$ cat src/rtl/hkspi_pkg.sv
// Shared types and command-field constants for the housekeeping SPI responder.
package hkspi_pkg;

    typedef enum logic [2:0] {
        WAIT_CSB,
        IDLE,
        CMD,
        ADDR,
        DATA,
        IGNORE
    } hk_state_t;

    localparam logic [1:0] CMD_WR = 2'b10;
    localparam logic [1:0] CMD_RD = 2'b01;
    localparam logic [1:0] CMD_RW = 2'b11;
    localparam int         N_MSB  = 5;
    localparam int         N_LSB  = 3;

    // A command is legal only with its low three bits clear and a known opcode.
    function automatic logic cmd_is_valid(input logic [7:0] cmd, input logic rw_en);
        logic [1:0] op;
        op = cmd[7:6];
        return (cmd[2:0] == 3'b000) &&
               ((op == CMD_WR) || (op == CMD_RD) || (rw_en && (op == CMD_RW)));
    endfunction

endpackage

$ cat src/rtl/hkspi_sync_edge.sv
// Multi-flop synchronizer for one asynchronous SPI pin, with rise/fall pulses
// derived from the synchronized level.
module hkspi_sync_edge #(
    parameter int SYNC_STAGES = 2
) (
    input  logic clock,
    input  logic reset,
    input  logic din,
    output logic dout,
    output logic rise,
    output logic fall
);

    logic [SYNC_STAGES-1:0] sync_q;
    logic                   prev_q;

    // Resetting to 0 means a chip select held low across reset never looks idle.
    always_ff @(posedge clock) begin
        if (reset) begin
            sync_q <= '0;
            prev_q <= 1'b0;
        end else begin
            sync_q <= {sync_q[SYNC_STAGES-2:0], din};
            prev_q <= sync_q[SYNC_STAGES-1];
        end
    end

    assign dout = sync_q[SYNC_STAGES-1];
    assign rise = dout & ~prev_q;
    assign fall = ~dout & prev_q;

endmodule

$ cat src/rtl/hkspi_responder.sv
// Housekeeping SPI responder: decodes command/address/data bytes from a mode-0
// SPI host and drives a byte-wide register-file port.
module hkspi_responder #(
    parameter int SYNC_STAGES = 2,
    parameter bit RW_EN       = 1'b1
) (
    input  logic       clock,
    input  logic       reset,
    input  logic       SCK,
    input  logic       CSB,
    input  logic       SDI,
    output logic       SDO,
    output logic       sdo_enb,
    output logic [7:0] reg_addr,
    output logic [7:0] reg_wdata,
    output logic       reg_we,
    output logic       reg_re,
    input  logic [7:0] reg_rdata
);
    import hkspi_pkg::*;

    logic sck_level_unused, sck_rise, sck_fall;
    logic csb_s, csb_rise, csb_fall;
    logic sdi_s, sdi_rise_unused, sdi_fall_unused;

    hk_state_t  state, state_next;
    logic [2:0] bit_cnt;
    logic [6:0] rx_sr;
    logic [7:0] tx_sr;
    logic [7:0] rx_byte;
    logic       last_bit;
    logic       wr_mode, rd_mode, stream;
    logic [2:0] bytes_left;
    logic       inc_pend, more_pend, load_tx;

    hkspi_sync_edge #(.SYNC_STAGES(SYNC_STAGES)) u_sck (
        .clock(clock), .reset(reset), .din(SCK),
        .dout(sck_level_unused), .rise(sck_rise), .fall(sck_fall)
    );
    hkspi_sync_edge #(.SYNC_STAGES(SYNC_STAGES)) u_csb (
        .clock(clock), .reset(reset), .din(CSB),
        .dout(csb_s), .rise(csb_rise), .fall(csb_fall)
    );
    hkspi_sync_edge #(.SYNC_STAGES(SYNC_STAGES)) u_sdi (
        .clock(clock), .reset(reset), .din(SDI),
        .dout(sdi_s), .rise(sdi_rise_unused), .fall(sdi_fall_unused)
    );

    assign rx_byte  = {rx_sr, sdi_s};
    assign last_bit = sck_rise && (bit_cnt == 3'd7);

    always_ff @(posedge clock) begin
        if (reset) state <= WAIT_CSB;
        else       state <= state_next;
    end

    always_comb begin
        state_next = state;
        case (state)
            WAIT_CSB: if (csb_s) state_next = IDLE;
            IDLE:     if (csb_fall) state_next = CMD;
            CMD:      if (last_bit) state_next = cmd_is_valid(rx_byte, RW_EN) ? ADDR : IGNORE;
            ADDR:     if (last_bit) state_next = DATA;
            DATA:     if (last_bit && !stream && (bytes_left == 3'd1)) state_next = IGNORE;
            IGNORE:   state_next = IGNORE;
            default:  state_next = WAIT_CSB;
        endcase
        if (csb_rise) state_next = IDLE;
    end

    // Per-byte strobes are staggered: write at the old address, then increment
    // and read-ahead at the new one, then capture read data a cycle later.
    always_ff @(posedge clock) begin
        if (reset) begin
            bit_cnt    <= 3'd0;
            rx_sr      <= 7'd0;
            tx_sr      <= 8'd0;
            wr_mode    <= 1'b0;
            rd_mode    <= 1'b0;
            stream     <= 1'b0;
            bytes_left <= 3'd0;
            inc_pend   <= 1'b0;
            more_pend  <= 1'b0;
            load_tx    <= 1'b0;
            reg_addr   <= 8'd0;
            reg_wdata  <= 8'd0;
            reg_we     <= 1'b0;
            reg_re     <= 1'b0;
            SDO        <= 1'b0;
            sdo_enb    <= 1'b1;
        end else begin
            reg_we   <= 1'b0;
            reg_re   <= 1'b0;
            inc_pend <= 1'b0;
            load_tx  <= reg_re;

            if (inc_pend) begin
                reg_addr <= reg_addr + 8'd1;
                reg_re   <= rd_mode && more_pend;
            end

            case (state)
                IDLE: begin
                    sdo_enb <= 1'b1;
                    if (csb_fall) bit_cnt <= 3'd0;
                end
                CMD: begin
                    if (sck_rise) begin
                        rx_sr   <= rx_byte[6:0];
                        bit_cnt <= bit_cnt + 3'd1;
                    end
                    if (last_bit) begin
                        wr_mode    <= rx_byte[7];
                        rd_mode    <= rx_byte[6];
                        stream     <= (rx_byte[N_MSB:N_LSB] == 3'd0);
                        bytes_left <= rx_byte[N_MSB:N_LSB];
                    end
                end
                ADDR: begin
                    if (sck_rise) begin
                        rx_sr   <= rx_byte[6:0];
                        bit_cnt <= bit_cnt + 3'd1;
                    end
                    if (sck_fall && rd_mode) sdo_enb <= 1'b0;
                    if (last_bit) begin
                        reg_addr <= rx_byte;
                        reg_re   <= rd_mode;
                    end
                end
                DATA: begin
                    if (sck_rise) begin
                        rx_sr   <= rx_byte[6:0];
                        bit_cnt <= bit_cnt + 3'd1;
                    end
                    if (sck_fall) begin
                        SDO   <= tx_sr[7];
                        tx_sr <= {tx_sr[6:0], 1'b0};
                        if (rd_mode) sdo_enb <= 1'b0;
                    end
                    if (last_bit) begin
                        if (wr_mode) begin
                            reg_we    <= 1'b1;
                            reg_wdata <= rx_byte;
                        end
                        inc_pend  <= 1'b1;
                        more_pend <= stream || (bytes_left != 3'd1);
                        if (!stream) bytes_left <= bytes_left - 3'd1;
                    end
                end
                default: sdo_enb <= 1'b1;
            endcase

            if (load_tx)  tx_sr   <= reg_rdata;
            if (csb_rise) sdo_enb <= 1'b1;
        end
    end

endmodule
$ cat config.mk
export PLATFORM = sky130hd
export DESIGN_NAME = hkspi_responder
export DESIGN_NICKNAME = d
export VERILOG_FILES = /design/src/rtl/hkspi_pkg.sv /design/src/rtl/hkspi_sync_edge.sv /design/src/rtl/hkspi_responder.sv
export SDC_FILE = /design/constraint.sdc
export NUM_CORES = 1
export LEC_CHECK = 0
export BUFFER_PORTS_ARGS = -buffer_cell sky130_fd_sc_hd__buf_2
export CORE_MARGIN = 5
export CORE_UTILIZATION = 45
export CTS_CLUSTER_DIAMETER = 60
export CTS_CLUSTER_SIZE = 8
export DETAILED_ROUTE_END_ITERATION = 8
export PLACE_DENSITY_LB_ADDON = 0.15
export SYNTH_ARGS = -nofsm -noshare
export SYNTH_HDL_FRONTEND = slang
export SYNTH_SLANG_ARGS = --single-unit
$ cat constraint.sdc
create_clock -name clock -period 1.6 [get_ports clock]
set_input_delay 0.16 -clock clock [delete_from_list [all_inputs] [get_ports clock]]
set_output_delay 0.16 -clock clock [all_outputs]
set_load 0.01 [all_outputs]
==> flow_summary_export.csv <==
group,metric,value,unit
power,power_density,878,nW/um2
global_routing,antenna_found_initial,0,
global_routing,gr-total-overflow,0,
floorplanning,start_util,0.460,
yosys,yosys_warnings,0,
sta,fin_crit_sh,1.00,
yosys,syn_inst,270,
yosys,syn_nets,290,
yosys,ys_async_sr_fraction,0,
clocking,clockRootBuffer,"clkbuf_8",
sta,worst-slew-pin-transition,0.455,ns
yosys,ys_ff_latch,58,
detailed_routing,drc_errors,0,
critical_path,worst_setup_path_start_kind,"flop",
clocking,cts_buffers,9,
detailed_routing,vias_per_cell,5.10,
worst_hold_path,hp-start,"SCK",
placement,port_buffers,32,
yosys,yosysSeqAreaShare,0.464,
yosys,syn_area,2500,um2
floorplanning,design.core.area,5440,um2
sta,setup_ws,-0.00558,ns
clocking,clkSinkCount,58,
yosys,yosysUniqueCellTypes,44,
global_routing,grt_pass1_wl,9.29,mm
placement,globalplace.congestion,0.844,
critical_path,end_kind,"flop",
critical_path,crit_fanout,7,
critical_path,r2r_setup_slack,-0.006,ns
critical_path,crit_chain,"ha_4, ha_4, and3b_2, buf_6, xnor2_2, nor2_1, o31a_1",
floorplanning,die_area,7150,um2
clocking,cts_buffer_depth,2,
yosys,syn_area_per_cell,9.26,um2
critical_path,slowest_delay,0.34,ns
clocking,clock_latency,0.34,ns
status,status,"complete, but fails checks",
placement,dpl_worst_slack,-0.0405,ns
detailed_routing,wl,5.56,mm
power,ir_worst_vdd,0.693,mV
detailed_routing,drt-initial-drc-count,145,
critical_path,reg2reg_to,"state[0]",
clocking,h-tree-depth,3,
critical_path,cp.required,1.83,ns
global_routing,grt_max_degree,27,
sta,maxSlewHeadroom,0.696,
sta,slew_violations,0,
placement,post_dp_cell_area,2860,um2
floorplanning,num_io_pins,33,
sta,hold_viol_final,0,
status,violations,"setup timing",
sta,fmax,0.623,GHz
worst_hold_path,hp-class,"primary input to flop",
detailed_routing,dr_total_vias,2031,
sta,min_period,1.61,ns
run,cap_violations,0,
final_layout,final_nets,341,
critical_path,reg2reg_depth,7,
detailed_routing,drtPass1Iterations,4,
yosys,synth-main-ff-cell,"dfxtp_1",
sta,finClkSkew,0.00795,ns
critical_path,r2r_start,"bit_cnt[1]",
clocking,cts_tree,"built",
placement,hpwlAfterDp,3.89,mm
sta,setup_viol,1,
critical_path,worstSetupPathType,"flop to flop",
critical_path,crit_arrival,1.83,ns
global_routing,grt_use_total,0.162,
critical_path,cp_common_cell,"ha_4",
power,p_leak,1.35,nW
yosys,synth_enable_flop_cells,0,
final_layout,area_growth,26.1,%
floorplanning,rows,27,
floorplanning,die_height,84.6,um
global_routing,grt_pass1_vias,1937,
final_layout,drive_gt1_frac,0.291,
clocking,clk_pin_slew_worst_paths,0.07,ns
detailed_routing,wl_per_cell,14.0,um
floorplanning,die_x,84.6,um
critical_path,crit_path_top_delay_cell,"dfxtp_2",
worst_hold_path,whs_endpoint,"u_sck.sync_q[0]",
sta,grt_setup_unrepaired,"true",
final_layout,stdcell_area,3150,um2
final_layout,diodes,0,
detailed_routing,ant_nets,0,
worst_hold_path,whs_path_depth,2,
power breakdown:
part / internal, mW / switching [mW] / total [mW]
clock network: 0.637 / 0.572 / 1.21
registers: 1.46 / 0.0105 / 1.47
logic: 0.0433 / 0.0487 / 0.0919
total: 2.14 / 0.631 / 2.77
critical path: cells and delay by family, from the launching register on:
kind | cells | cell delay [ns]
XOR/XNOR | 1 | 0.15
adder cells (fa/ha/maj) | 2 | 0.31
AO/OA/AOI/OAI | 1 | 0.23
AND/OR/NAND/NOR | 2 | 0.33
flip-flops | 1 | 0.34
buffers and inverters | 1 | 0.14
per-layer routing:
layer  wire (um)  track usage  part of all wire  vias up
met3         261       0.0334             0.047        8
li1            -            -                 -     1045
met4          66       0.0820             0.012        0
met1        2800        0.227              0.50      930
met2        2440        0.234              0.44       48
met5           0            0                 0        -
how the worst max path moves through the flow:
| stage | slack, ns | start | to |
|---|---|---|---|
| 2_1_floorplan | 0.01 | bit_cnt[0] | state[1] |
| 3_3_place_gp | 0.002 | state[2] | tx_sr[1] |
| 3_5_place_dp | -0.04 | bit_cnt[0] | reg_wdata[3] |
| 4_1_cts | 0.008 | bit_cnt[0] | stream |
| 5_1_grt | -0.07 | bit_cnt[1] | state[0] |
| 6_report | -0.006 | bit_cnt[1] | state[0] |
placed cells by master, fill, tap and decap left out, types with 2 or more instances in the layout:
cell / n
buf_4: 19
nand2b_1: 2
nand4_1: 5
a21o_1: 3
a211oi_2: 2
o211ai_1: 3
ha_4: 2
o21ai_2: 2
buf_6: 3
nand3b_1: 3
nor2b_1: 19
nor3b_1: 2
buf_12: 2
dfxtp_2: 4
buf_2: 32
nand3_1: 8
and3_1: 7
inv_1: 5
clkinv_2: 4
dfxtp_1: 54
ha_1: 5
clkbuf_8: 11
xnor2_1: 4
xor2_1: 3
nor3_1: 10
nand2_2: 2
a211oi_1: 13
a21oi_1: 11
nand2_1: 15
mux2i_1: 16
nor2_1: 31
through the flow:
step	power, mW	TNS, ns	utilization	std cells	hold WS (ns)
final	2.77	-0.00558	0.580	398	0.0319
after global placement	1.58	0	0.525	380	0.368
after global routing	2.88	-0.0956	0.580	398	0.0307
after detailed placement	1.58	-0.252	0.525	380	0.376
after CTS	2.79	0	0.563	396	0.0180
after floorplan	1.55	0	-	270	0.288
what timing repair did:
action,CTS,global route
resized for setup,8,17
setup buffers,0,2
endpoints found under the setup margin,10,34
hold buffers,0,0
pin swaps,0,5
registers in the layout (all words and copies together) (netlist names), 2 cells and up:
name          flops
reg_wdata         8
tx_sr             8
u_sck.sync_q      2
u_sdi.sync_q      2
bit_cnt           3
bytes_left        3
reg_addr          8
rx_sr             7
u_csb.sync_q      2
state             3
area by class of cell:
cell class,count,area (um2)
fill,494,2290
inverter,5,18.8
timing repair buffer,56,377
multi-input combinational,191,1320
clock inverter,5,28.8
sequential,58,1170
clock buffer,11,151
tap,72,90.1
synth_stat cells, drive strengths merged (3+ instances only):
cell,n,area share
nand3,10,0.024
ha,7,0.035
nand2,17,0.027
mux2i,16,0.064
o211ai,3,0.0090
buf,8,0.022
nor3,10,0.020
nor2b,20,0.051
and3,7,0.018
a21o,3,0.0090
clkbuf,8,0.012
o21ai,4,0.0080
xor2,3,0.011
a211oi,15,0.045
inv,5,0.0075
nor2,32,0.048
a21oi,12,0.024
nand3b,3,0.0090
nand4,5,0.013
nor3b,3,0.011
dfxtp,58,0.46
xnor2,5,0.018
logic make-up (layout without fill, tap and decap cells):
family                   after synthesis  count (layout)  synth area share
AND/OR/NAND/NOR                      115             115             0.245
flip-flops                            58              58             0.464
multiplexers                          16              16            0.0640
XOR/XNOR                               8               8            0.0280
buffers and inverters                 21              77            0.0410
adder cells (fa/ha/maj)                7               7            0.0350
AO/OA/AOI/OAI                         45              45             0.123
(Power assumes the default switching activity.)
